$ cat config.mk
export PLATFORM = sky130hd
export DESIGN_NAME = dec_4_16_hold
export DESIGN_NICKNAME = d
export VERILOG_FILES = /design/src/rtl/dec_4_16_hold_pkg.sv /design/src/rtl/dec_4_16_hold_dec_3_8.sv /design/src/rtl/dec_4_16_hold.sv
export SDC_FILE = /design/constraint.sdc
export NUM_CORES = 1
export LEC_CHECK = 0
export CAP_MARGIN = 10
export CORE_MARGIN = 1.5
export CORE_UTILIZATION = 35
export DETAILED_ROUTE_END_ITERATION = 10
export SLEW_MARGIN = 15
export SYNTH_ARGS = -nofsm -noshare
export SYNTH_HDL_FRONTEND = slang
export SYNTH_SLANG_ARGS = --single-unit
export TNS_END_PERCENT = 5
$ cat constraint.sdc
create_clock -name clk -period 2.5 [get_ports clk]
set_clock_uncertainty 0.1 [all_clocks]
set_input_delay 0.75 -clock clk [delete_from_list [all_inputs] [get_ports clk]]
set_output_delay 0.75 -clock clk [all_outputs]
set_load 0.03 [all_outputs]
$ cat src/rtl/dec_4_16_hold_pkg.sv
// Shared types and widths for the 4-to-16 hold decoder.
package dec_pkg;

  localparam int unsigned CODE_W = 4;
  localparam int unsigned OUT_W  = 16;
  localparam int unsigned CNT_W  = 4;

  typedef enum logic [1:0] {
    StIdle  = 2'd0,
    StDrive = 2'd1,
    StGap   = 2'd2
  } state_e;

endpackage

$ cat src/rtl/dec_4_16_hold_dec_3_8.sv
// 3-to-8 one-hot decoder with bank enable; all zeros when disabled.
module dec_3_8 (
  input  logic       en,
  input  logic [2:0] a,
  output logic [7:0] d
);

  // Drive the addressed line only when this bank is selected.
  always_comb begin
    d = '0;
    if (en) begin
      d[a] = 1'b1;
    end
  end

endmodule

$ cat src/rtl/dec_4_16_hold.sv
// Registered 4-to-16 one-hot decoder with valid/ready intake, programmable hold
// time and a one-cycle done gap after each hold.
module dec_4_16_hold
  import dec_pkg::*;
#(
  parameter int unsigned HOLD = 4
) (
  input  logic              clk,
  input  logic              rst,
  input  logic              en,
  input  logic [CODE_W-1:0] code,
  input  logic              code_valid,
  output logic              code_ready,
  output logic [OUT_W-1:0]  y,
  output logic              y_valid,
  output logic              busy,
  output logic              done
);

  if (HOLD < 1 || HOLD > 16) begin : gen_hold_check
    $fatal(1, "dec_4_16_hold: HOLD=%0d outside 1..16", HOLD);
  end

  localparam logic [CNT_W-1:0] HoldLoad = CNT_W'(HOLD - 1);

  state_e             state;
  logic [CNT_W-1:0]   cnt;
  logic [CODE_W-1:0]  code_q;
  logic [CODE_W-1:0]  code_d;
  logic               accept;
  logic [7:0]         dec_lo;
  logic [7:0]         dec_hi;

  assign code_ready = (state == StIdle) && en;
  assign accept     = code_valid && code_ready;

  // Decode the code about to be captured so y can load on the accept edge itself.
  assign code_d = accept ? code : code_q;

  dec_3_8 u_dec_lo (
    .en (~code_d[3]),
    .a  (code_d[2:0]),
    .d  (dec_lo)
  );

  dec_3_8 u_dec_hi (
    .en (code_d[3]),
    .a  (code_d[2:0]),
    .d  (dec_hi)
  );

  // FSM, hold counter and registered outputs; reset abandons any hold without done.
  always_ff @(posedge clk) begin
    if (rst) begin
      state   <= StIdle;
      cnt     <= '0;
      code_q  <= '0;
      y       <= '0;
      y_valid <= 1'b0;
      busy    <= 1'b0;
      done    <= 1'b0;
    end else begin
      unique case (state)
        StIdle: begin
          done <= 1'b0;
          if (accept) begin
            code_q  <= code;
            y       <= {dec_hi, dec_lo};
            y_valid <= 1'b1;
            cnt     <= HoldLoad;
            busy    <= 1'b1;
            state   <= StDrive;
          end
        end
        StDrive: begin
          if (cnt != '0) begin
            cnt <= cnt - 1'b1;
          end else begin
            y       <= '0;
            y_valid <= 1'b0;
            done    <= 1'b1;
            state   <= StGap;
          end
        end
        StGap: begin
          done  <= 1'b0;
          busy  <= 1'b0;
          state <= StIdle;
        end
        default: begin
          y       <= '0;
          y_valid <= 1'b0;
          busy    <= 1'b0;
          done    <= 1'b0;
          state   <= StIdle;
        end
      endcase
    end
  end

endmodule

==> flow_metrics.tcl <==
set metrics [dict create \
    start_kind "input port" \
    cts_root_buffer "clkbuf_4" \
    nNetsFinal 177 \
    yosysSeqAreaShare_pct 40.8 \
    setup_tns_ns 0 \
    start_util_pct 36.5 \
    syn_to_final_growth_pct 26.4 \
    finalCriticalPeriod_ns 2.36 \
    final_util_pct 46.1 \
    worst_path_max_delay_cell "clkdlybuf4s50_1" \
    drc 0 \
    worstSkewPairLatency_ns 0.31 \
    ir_drop_mv 0.193 \
    rsz0062_at_grt "no" \
    worst_slack_ns 0.141 \
    yosysUniqueCellTypes 31 \
    finalHoldViolCount 0 \
    synth_compound_area_share_pct 14.3 \
    syn_inst 144 \
    worst-slew-pin-transition_ns 0.513 \
    status "complete, no violations" \
    num_antenna_cells 0 \
    via_count 1155 \
    dp.cells 208 \
    min_period_over_period_pct 94.4 \
    slew_violations 0 \
    grt_pass1_wl_um 5070 \
    wl_per_cell_um 14.0 \
    synthMuxAreaShare_pct 0 \
    synth-simple-area-share_pct 35.8 \
    worst_ep_arrival_time_ns 1.51 \
    grt_antenna_before_repair 0 \
    syn_nets 154 \
    critPathKind "in2out" \
    die_x_um 62.2 \
    dp.final_hpwl_um 2030 \
    ios 28 \
    maxSlewHeadroom_pct 65.7 \
    cp.required_ns 1.65 \
    p_leak_uw 0.000482 \
    nFillCells 368 \
    cts_sinks 25 \
    hold_buffers 0 \
    hp-class "reg2reg" \
    coreArea_um2 3360 \
    h-tree-depth 1 \
    wl_um 2980 \
    path_delay_family "buffers and inverters" \
    globalRouteTotalUtil_pct 16.0 \
    overflow 0 \
    avgSynthCellArea_um2 8.52 \
    synthesis.area_um2 1230 \
    die-area_um2 3870 \
    grt_pass1_vias 1057 \
    max_stage_delay_ns 0.49 \
    die_h_um 62.2 \
    gp_congestion 0.798 \
    dr.pass1.iters 5 \
    post-cts-setup-buffers 0 \
    synth_top_family_by_area "simple AND/OR/NAND/NOR gates" \
    port_buffers 27 \
    power_density_nw_per_um2 491 \
    cts_buffer_depth 2 \
    post-place-ws_ns 0.140 \
    max_clock_freq_ghz 0.424 \
    setup_viol 0 \
    cts_resized 0 \
    critPathBufInv 2 \
    drt_iter0_markers 45 \
    drive_gt1_share_pct 6.63 \
    cap_violations 0 \
    ys_warn_count 0 \
    cts_tree "yes" \
    antenna_left 0 \
    cp_max_fo 3 \
    stdcell_area_um2 1550 \
    finalNonFillerCells 212 \
    grt_max_degree 22 \
    critPathCaptureType "output pin" \
    cts_buffers 3 \
    cp_cell_sequence "clkdlybuf4s50_1, and2_1, buf_4" \
    synth_xor_area_share_pct 0 \
    std_cell_rows 21 \
    synth_fa_ha_area_share_pct 2.04 \
    ys_seq_elements 25 \
    clkTransAtPathRegs_ns 0.13 \
    dpl_cell_area_um2 1530 \
    vias_per_cell 5.45 \
]
-- where the power goes --
group / internal, uW / switching [uW]
clock network: 62.4 / 122
registers: 411 / 7.91
logic: 60.1 / 99.4
total: 533 / 229
-- final timing paths --
kind / from / endpoint / slack, ns / cells after the start
worst min register to register: done / done / 0.37 / 2
worst max register to register: cnt[0] / cnt[3] / 0.65 / 5
worst min-delay path: done / done / 0.37 / 2
worst max-delay path: en / code_ready / 0.14 / 3
-- placed cells by master, fill, tap and decap left out, types with 2 or more instances in the layout --
cell type         n
clkbuf_4          3
nand3_1          25
nand2_1           2
ha_1              2
nor2b_1           5
nand2b_1          3
buf_4             7
a31oi_1          16
dfxtp_1          25
a21oi_1           4
inv_1             4
nor2_1            4
nand3b_1         16
a211oi_1          2
clkdlybuf4s50_1  26
o21ai_0           2
nand4_1           6
-- worst min-delay path, stage by stage, from the launching register on --
cell	delay [ns]
dfxtp_1	0.33
inv_1	0.05
a211oi_1	0.05
-- area by class of cell --
class	count	area (um2)	share of cell area (%)
Inverter	4	15.0	0.968
Timing Repair Buffer	33	313	20.2
Clock buffer	4	26.3	1.69
Sequential cell	25	500	32.3
Tap cell	46	57.6	3.71
Multi-Input combinational cell	100	639	41.2
-- synth_stat cells, drive strengths merged --
library cell   n  share of area [%]
and4           1               0.71
ha             2                2.0
a31oi         17                9.2
a211oi         2                1.2
nand4bb        1               0.92
o21ai          2               0.82
or4b           1               0.82
a21oi          4                1.6
buf           10                4.4
or3b           1               0.71
clkbuf         5                1.5
nand2b         3                1.5
dfxtp         25                 41
or3            1               0.51
and3           1               0.51
nand2          2               0.61
nand3b        16                9.8
nand3         25                 10
nor2b          5                2.5
inv            4                1.2
nor2           4                1.2
nand4b         1               0.71
and4bb         1                1.0
a311oi         1               0.71
and2           1               0.51
nand4          6                3.1
a31o           1               0.71
nor3           1               0.41
-- metrics by stage --
step	power (uW)	hold slack [ns]
after floorplan	537	0.352
after detailed placement	586	0.355
after CTS	770	0.379
after global placement	584	0.348
final	762	0.367
after global routing	808	0.401
-- kinds of logic after synthesis --
family | Yosys count
AO/OA/AOI/OAI | 27
AND/OR/NAND/NOR | 71
buffers and inverters | 19
adder cells (fa/ha/maj) | 2
flip-flops | 25
-- metal layers --
metal	track usage (%)	part of all wire (%)	routed length, um	vias to the layer above
met5	0	0	0	-
met4	5.83	0.64	19	0
met2	24.9	47	1390	19
met3	2.36	2.5	73	2
li1	-	-	-	580
met1	22.7	50	1490	554
-- sequential cells by signal (all words and copies together) (netlist names) --
name	count
state	2
done	1
y	16
y_valid	1
cnt	4
busy	1
Power figures use the tool's default switching activity.
